<file path="config.mk">
export PLATFORM = sky130hd
export DESIGN_NAME = alu_exec_unit
export DESIGN_NICKNAME = d
export VERILOG_FILES = /design/src/rtl/alu_exec_unit.sv
export SDC_FILE = /design/constraint.sdc
export NUM_CORES = 1
export LEC_CHECK = 0
export CORE_ASPECT_RATIO = 1.1
export CORE_MARGIN = 2
export CORE_UTILIZATION = 45
export CTS_CLUSTER_DIAMETER = 30
export DETAILED_ROUTE_END_ITERATION = 6
export DONT_BUFFER_PORTS = 1
export PLACE_DENSITY = 0.63
export REMOVE_ABC_BUFFERS = 1
export SYNTH_ARGS = -nofsm -noshare
export SYNTH_HDL_FRONTEND = slang
export SYNTH_SLANG_ARGS = --single-unit
</file>
<file path="constraint.sdc">
create_clock -name clock -period 13 [get_ports clock]
set_input_delay 2.6 -clock clock [delete_from_list [all_inputs] [get_ports clock]]
set_output_delay 2.6 -clock clock [all_outputs]
set_load 0.05 [all_outputs]
</file>
<file path="src/rtl/alu_exec_unit.sv">
// ALU execution unit: single-cycle arithmetic/logic/MOV/LUI, iterative one-bit-per-cycle shifts,
// valid/ready handshake on both sides and a persistent {C,L,F,Z,N} status register.
module alu_exec_unit #(
  parameter int unsigned WIDTH   = 16,
  parameter int unsigned SHAMT_W = 5
) (
  input  logic             clock,
  input  logic             reset,
  input  logic             in_valid,
  output logic             in_ready,
  input  logic [7:0]       alu_opcode,
  input  logic [WIDTH-1:0] a,
  input  logic [WIDTH-1:0] b,
  output logic             out_valid,
  input  logic             out_ready,
  output logic [WIDTH-1:0] result,
  output logic             write_en,
  output logic [4:0]       flags,
  output logic             err
);

  localparam logic [1:0] ST_IDLE  = 2'd0;
  localparam logic [1:0] ST_SHIFT = 2'd1;
  localparam logic [1:0] ST_DONE  = 2'd2;

  localparam int unsigned FLG_C = 4;
  localparam int unsigned FLG_L = 3;
  localparam int unsigned FLG_F = 2;
  localparam int unsigned FLG_Z = 1;
  localparam int unsigned FLG_N = 0;

  localparam logic [7:0] OP_AND  = 8'h01;
  localparam logic [7:0] OP_OR   = 8'h02;
  localparam logic [7:0] OP_XOR  = 8'h03;
  localparam logic [7:0] OP_ADD  = 8'h05;
  localparam logic [7:0] OP_ADDU = 8'h06;
  localparam logic [7:0] OP_ADDC = 8'h07;
  localparam logic [7:0] OP_SUB  = 8'h09;
  localparam logic [7:0] OP_SUBC = 8'h0A;
  localparam logic [7:0] OP_CMP  = 8'h0B;
  localparam logic [7:0] OP_MOV  = 8'h0D;
  localparam logic [7:0] OP_LSH  = 8'h84;
  localparam logic [7:0] OP_ASHU = 8'h86;

  logic [1:0]         r_state;
  logic [1:0]         w_state_nxt;
  logic               r_in_ready;
  logic               r_out_valid;
  logic [WIDTH-1:0]   r_result;
  logic               r_write_en;
  logic               r_err;
  logic [4:0]         r_flags;
  logic [WIDTH-1:0]   r_work;
  logic [SHAMT_W-1:0] r_count;
  logic               r_shift_left;
  logic               r_shift_arith;

  logic [WIDTH:0]     w_sum;
  logic [WIDTH:0]     w_diff;
  logic               w_cin;
  logic               w_bin;
  logic               w_add_ovf;
  logic               w_sub_ovf;
  logic [WIDTH-1:0]   w_exec_result;
  logic [4:0]         w_exec_flags;
  logic               w_exec_we;
  logic               w_exec_err;
  logic               w_is_shift;
  logic               w_shift_arith;
  logic [SHAMT_W-1:0] w_shamt;
  logic [SHAMT_W-1:0] w_shamt_mag;
  logic               w_shamt_nz;
  logic [WIDTH-1:0]   w_work_step;

  // Both sums are one bit wider so the top bit is carry (add) or borrow (subtract).
  assign w_cin     = (alu_opcode == OP_ADDC) & r_flags[FLG_C];
  assign w_bin     = (alu_opcode == OP_SUBC) & r_flags[FLG_C];
  assign w_sum     = {1'b0, a} + {1'b0, b} + {{WIDTH{1'b0}}, w_cin};
  assign w_diff    = {1'b0, a} - {1'b0, b} - {{WIDTH{1'b0}}, w_bin};
  assign w_add_ovf = (a[WIDTH-1] == b[WIDTH-1]) && (w_sum[WIDTH-1] != a[WIDTH-1]);
  assign w_sub_ovf = (a[WIDTH-1] != b[WIDTH-1]) && (w_diff[WIDTH-1] != a[WIDTH-1]);

  // Signed shift amount: sign selects direction, magnitude seeds the iteration counter.
  assign w_shamt     = b[SHAMT_W-1:0];
  assign w_shamt_nz  = |w_shamt;
  assign w_shamt_mag = w_shamt[SHAMT_W-1] ? SHAMT_W'(~w_shamt + 1'b1) : w_shamt;
  assign w_work_step = r_shift_left ? {r_work[WIDTH-2:0], 1'b0}
                                    : {r_shift_arith & r_work[WIDTH-1], r_work[WIDTH-1:1]};

  // Single-cycle execution of the operation presented at the input.
  always_comb begin
    w_exec_result = '0;
    w_exec_flags  = r_flags;
    w_exec_we     = 1'b1;
    w_exec_err    = 1'b0;
    w_is_shift    = 1'b0;
    w_shift_arith = 1'b0;
    case (alu_opcode)
      OP_AND:  w_exec_result = a & b;
      OP_OR:   w_exec_result = a | b;
      OP_XOR:  w_exec_result = a ^ b;
      OP_ADDU: w_exec_result = w_sum[WIDTH-1:0];
      OP_ADD, OP_ADDC: begin
        w_exec_result       = w_sum[WIDTH-1:0];
        w_exec_flags[FLG_C] = w_sum[WIDTH];
        w_exec_flags[FLG_F] = w_add_ovf;
        w_exec_flags[FLG_Z] = ~|w_sum[WIDTH-1:0];
        w_exec_flags[FLG_N] = w_sum[WIDTH-1];
      end
      OP_SUB, OP_SUBC: begin
        w_exec_result       = w_diff[WIDTH-1:0];
        w_exec_flags[FLG_C] = w_diff[WIDTH];
        w_exec_flags[FLG_F] = w_sub_ovf;
        w_exec_flags[FLG_Z] = ~|w_diff[WIDTH-1:0];
        w_exec_flags[FLG_N] = w_diff[WIDTH-1];
      end
      OP_CMP: begin
        w_exec_result       = w_diff[WIDTH-1:0];
        w_exec_we           = 1'b0;
        w_exec_flags[FLG_Z] = (a == b);
        w_exec_flags[FLG_L] = (a < b);
        w_exec_flags[FLG_N] = ($signed(a) < $signed(b));
      end
      OP_MOV:  w_exec_result = b;
      OP_LSH, OP_ASHU: begin
        w_exec_result = a;
        w_is_shift    = 1'b1;
        w_shift_arith = (alu_opcode == OP_ASHU);
      end
      default: begin
        if (alu_opcode[7:4] == 4'hF) begin
          w_exec_result = {b[7:0], {(WIDTH-8){1'b0}}};
        end else begin
          w_exec_we  = 1'b0;
          w_exec_err = 1'b1;
        end
      end
    endcase
  end

  // Next-state logic.
  always_comb begin
    w_state_nxt = r_state;
    case (r_state)
      ST_IDLE:  if (in_valid) w_state_nxt = (w_is_shift && w_shamt_nz) ? ST_SHIFT : ST_DONE;
      ST_SHIFT: if (r_count == SHAMT_W'(1)) w_state_nxt = ST_DONE;
      ST_DONE:  if (out_ready) w_state_nxt = ST_IDLE;
      default:  w_state_nxt = ST_IDLE;
    endcase
  end

  // State, datapath and registered outputs.
  always_ff @(posedge clock) begin
    if (reset) begin
      r_state       <= ST_IDLE;
      r_in_ready    <= 1'b1;
      r_out_valid   <= 1'b0;
      r_result      <= '0;
      r_write_en    <= 1'b0;
      r_err         <= 1'b0;
      r_flags       <= '0;
      r_work        <= '0;
      r_count       <= '0;
      r_shift_left  <= 1'b0;
      r_shift_arith <= 1'b0;
    end else begin
      r_state     <= w_state_nxt;
      r_in_ready  <= (w_state_nxt == ST_IDLE);
      r_out_valid <= (w_state_nxt == ST_DONE);
      case (r_state)
        ST_IDLE: begin
          if (in_valid) begin
            r_result      <= w_exec_result;
            r_write_en    <= w_exec_we;
            r_err         <= w_exec_err;
            r_flags       <= w_exec_flags;
            r_work        <= a;
            r_count       <= w_shamt_mag;
            r_shift_left  <= ~w_shamt[SHAMT_W-1];
            r_shift_arith <= w_shift_arith;
          end
        end
        ST_SHIFT: begin
          r_work  <= w_work_step;
          r_count <= r_count - SHAMT_W'(1);
          if (r_count == SHAMT_W'(1)) r_result <= w_work_step;
        end
        default: ;
      endcase
    end
  end

  assign in_ready  = r_in_ready;
  assign out_valid = r_out_valid;
  assign result    = r_result;
  assign write_en  = r_write_en;
  assign err       = r_err;
  assign flags     = r_flags;

endmodule

</file>
==> summary.md <==
| Metric | Value |
|---|---|
| Worst reg-to-reg setup slack | 9030 ps |
| Proportion of layout cells with a drive suffix above 1 | 4.34% |
| Post-synthesis sequential area ratio | 17.2% |
| Ports | 69 |
| Total congestion overflow | 0 |
| Post-route minimum period | 6200 ps |
| Antenna Cells | 0 |
| Register area | 1000 sq um |
| Global-route wire length before repair | 30.8 mm |
| Number of nets with antenna violations after routing | 0 |
| Area growth from synthesis to layout | 4.43% |
| Inserted Clock Buffers | 5 |
| Die ar. | 13900 sq um |
| Unrepaired setup endpoints after global routing | no |
| EDFF count, synth | 0 |
| Top Metal Used | met4 |
| Antenna violations before repair | 0 |
| Area used by multi-input combinational logic | 4420 sq um |
| Average routed wire per standard cell | 21.5 microns |
| Post CTS Setup Buffer Count | 0 |
| Hold_buf cts | 0 |
| Clock transition at the register clock pins on the worst setup and hold paths after CTS | 70 ps |
| Pin count of the biggest net entering global routing | 50 |
| Crit path arrival time | 6420 ps |
| Number of maximum-capacitance violations | 0 |
| Wire length on met3 | 1.62 mm |
| Final setup violation count | 0 |
| Path type of the worst setup path | in2reg |
| Sum of net half-perimeters after detailed placement | 15.0 mm |
| Die width | 112 microns |
| Routed via count | 5868 |
| Average instance area after synthesis | 7.44 sq um |
| Worst vdd ir | 66.3 uV |
| Routability congestion estimate from global placement | 0.966 |
| Effective utilization at floorplan | 46.1% |
| Layout Nets | 888 |
| Final-layout worst hold slack | 454 ps |
| Worst slew pin tran | 1260 ps |
| Total routing usage reported by global routing | 28.1% |
| Worst setup margin | 6800 ps |
| Final cycle utilization of the critical path | 47.7% |
| Run status | finished, final reports clean |
| Worst Skew | 7.17 ps |
| Min-Delay Path Class | reg2reg |
| Highest achievable clock rate | 161 MHz |
| Sum Neg Setup Slack | 0 ps |
| Post-synthesis sequential element count | 50 |
| Leading register cell type out of synthesis | dfxtp_1 |
| IO Port Bufs | 0 |
| Kind of end point of the critical path | flop |
| Worst Setup Slack post-DPL | 6550 ps |
| Source-to-sink clock delay at the later pin of the worst-skew pair | 300 ps |
| Row Count | 43 |
| Clock tree from TritonCTS | built |
| Leakage power summed over all cells | 2.49 nW |
| Number of warnings printed during yosys synthesis | 0 |
| Number of slew-limit violations in the final report | 0 |
| DR WL met2 | 9.31 mm |
| Crit path launch type | input port |
| Pre-Repair DR Iteration Count | 5 |
| Cell area after technology mapping | 5820 sq um |
| Sink count of the clock tree | 50 |
| Fillers | 1305 |
| Critical path fanouts, max | 5 |
| Number of standard cells after synthesis | 783 |
| Floorplan die height | 123 microns |
| Clock root buffer | clkbuf_16 |
| H-tree depth | 2 |
| Number of placed instances, taps included | 909 |
| Drt first-iter violations | 604 |
| # DRC | 0 |
| Data required time at the worst endpoint | 13210 ps |
| Async SR Flop Fraction | 0% |
| Unique masters post-synth | 73 |
| Post-Layout Cell Count | 917 |
| Total detailed-routing wirelength | 19.7 mm |
| Routed met1 length | 8.11 mm |
| Max_slew headroom | 15.8% |
| Via density | 6.40 |
| Via count of the first global-routing pass | 5747 |
| Total power divided by cell area | 86.7 nW/um^2 |
| Hold violation count in the final report | 0 |
| Buffer depth of the longest clock path | 2 |
| Area of the core | 12600 sq um |
| Post-cts resize count | 0 |
| Finished Core Util | 48.1% |
cell usage in the layout, fill, tap and decap left out, drive strengths merged, types with 12 or more instances in the layout:
master	count
a211oi	25
a21oi	72
a22oi	13
dfxtp	50
ha	81
inv	63
mux2i	12
nand2	61
nand2b	12
nor2	87
nor2b	15
nor3	15
o21ai	51
xnor2	17
where the power goes:
part | switching (mW) | total, mW | internal [mW] | leakage (nW)
Combinational | 0.112 | 0.185 | 0.0729 | 2.00
Sequential | 0.0246 | 0.187 | 0.162 | 0.411
Clock | 0.0646 | 0.156 | 0.0914 | 0.0842
Total | 0.201 | 0.527 | 0.327 | 2.49
path summary, 6_finish.rpt:
kind | from | end | cells past startpoint
hold reg to reg | r_shift_arith$_SDFFE_PP0P_ | r_shift_arith$_SDFFE_PP0P_ | 2
setup / recovery | alu_opcode[5] | flags[1]$_SDFFE_PP0P_ | 13
hold / removal | r_shift_arith$_SDFFE_PP0P_ | r_shift_arith$_SDFFE_PP0P_ | 2
setup reg to reg | flags[4]$_SDFFE_PP0P_ | flags[1]$_SDFFE_PP0P_ | 11
critical path: stages:
cell and delay (ps):
or4_4 560, nor2_1 160, nand4_1 140, fa_1 470
fa_1 450, nor2b_1 200, o31a_1 190, o31a_1 200
o21bai_1 100, and3_1 170, a2111o_1 390, or4b_1 570
o41ai_2 200
sequential cells by signal, summed over array words and instances, names as in the netlist:
name           cells
err                1
r_shift_arith      1
r_work            16
r_state            2
write_en           1
result            16
in_ready           1
out_valid          1
flags              5
r_count            5
r_shift_left       1
synthesized netlist by cell type, types with 7 or more instances:
master | instances | share of area, %
nor4_1 | 9 | 0.97
nand3_1 | 11 | 0.95
xor2_1 | 10 | 1.5
mux2i_1 | 12 | 2.1
a21oi_1 | 70 | 6.0
a211oi_1 | 24 | 3.1
and3_1 | 7 | 0.75
o21ai_0 | 42 | 3.6
a22oi_1 | 13 | 1.7
dfxtp_1 | 50 | 17
a311oi_1 | 7 | 1.1
nand2_1 | 61 | 3.9
a21o_1 | 10 | 1.3
nor2_1 | 87 | 5.6
nand2b_1 | 11 | 1.2
xnor2_1 | 17 | 2.6
nor3_1 | 14 | 1.2
o21ai_1 | 9 | 0.77
ha_1 | 81 | 17
inv_1 | 62 | 4.0
a221oi_1 | 11 | 1.7
a31oi_1 | 7 | 0.75
clkbuf_1 | 30 | 1.9
o21bai_1 | 8 | 1.0
nor2b_1 | 15 | 1.6
metal layers:
layer,global-route usage (%),up-vias
met5,0,-
met3,6.96,61
met2,48.6,257
met4,10.1,0
li1,-,2780
met1,34.0,2770
cells by family after synthesis:
group / synth area share (%)
buffers and inverters: 6.88
adders and majority gates: 18.8
DFF: 17.2
muxes: 2.84
and+or+nand+nor: 20.1
xor gates and xnor gates: 4.06
AOI/OAI and AO/OA: 30.2
stage by stage:
step	total power, mW	cell area [sq um]
after floorplan	0.326	5660
after global placement	0.367	5910
after detailed placement	0.370	5910
after CTS	0.526	6080
after global routing	0.555	6080
final	0.527	6080
layout make-up:
| type | count | area share, % |
|---|---|---|
| clock inverters | 3 | 0.720 |
| repair buffers | 8 | 0.988 |
| inverters | 62 | 3.83 |
| clock buffers | 5 | 2.06 |
| flip-flops and latches | 50 | 16.5 |
| multi-input cells | 632 | 72.7 |
| well taps | 157 | 3.23 |
Power figures use the tool's default switching activity.
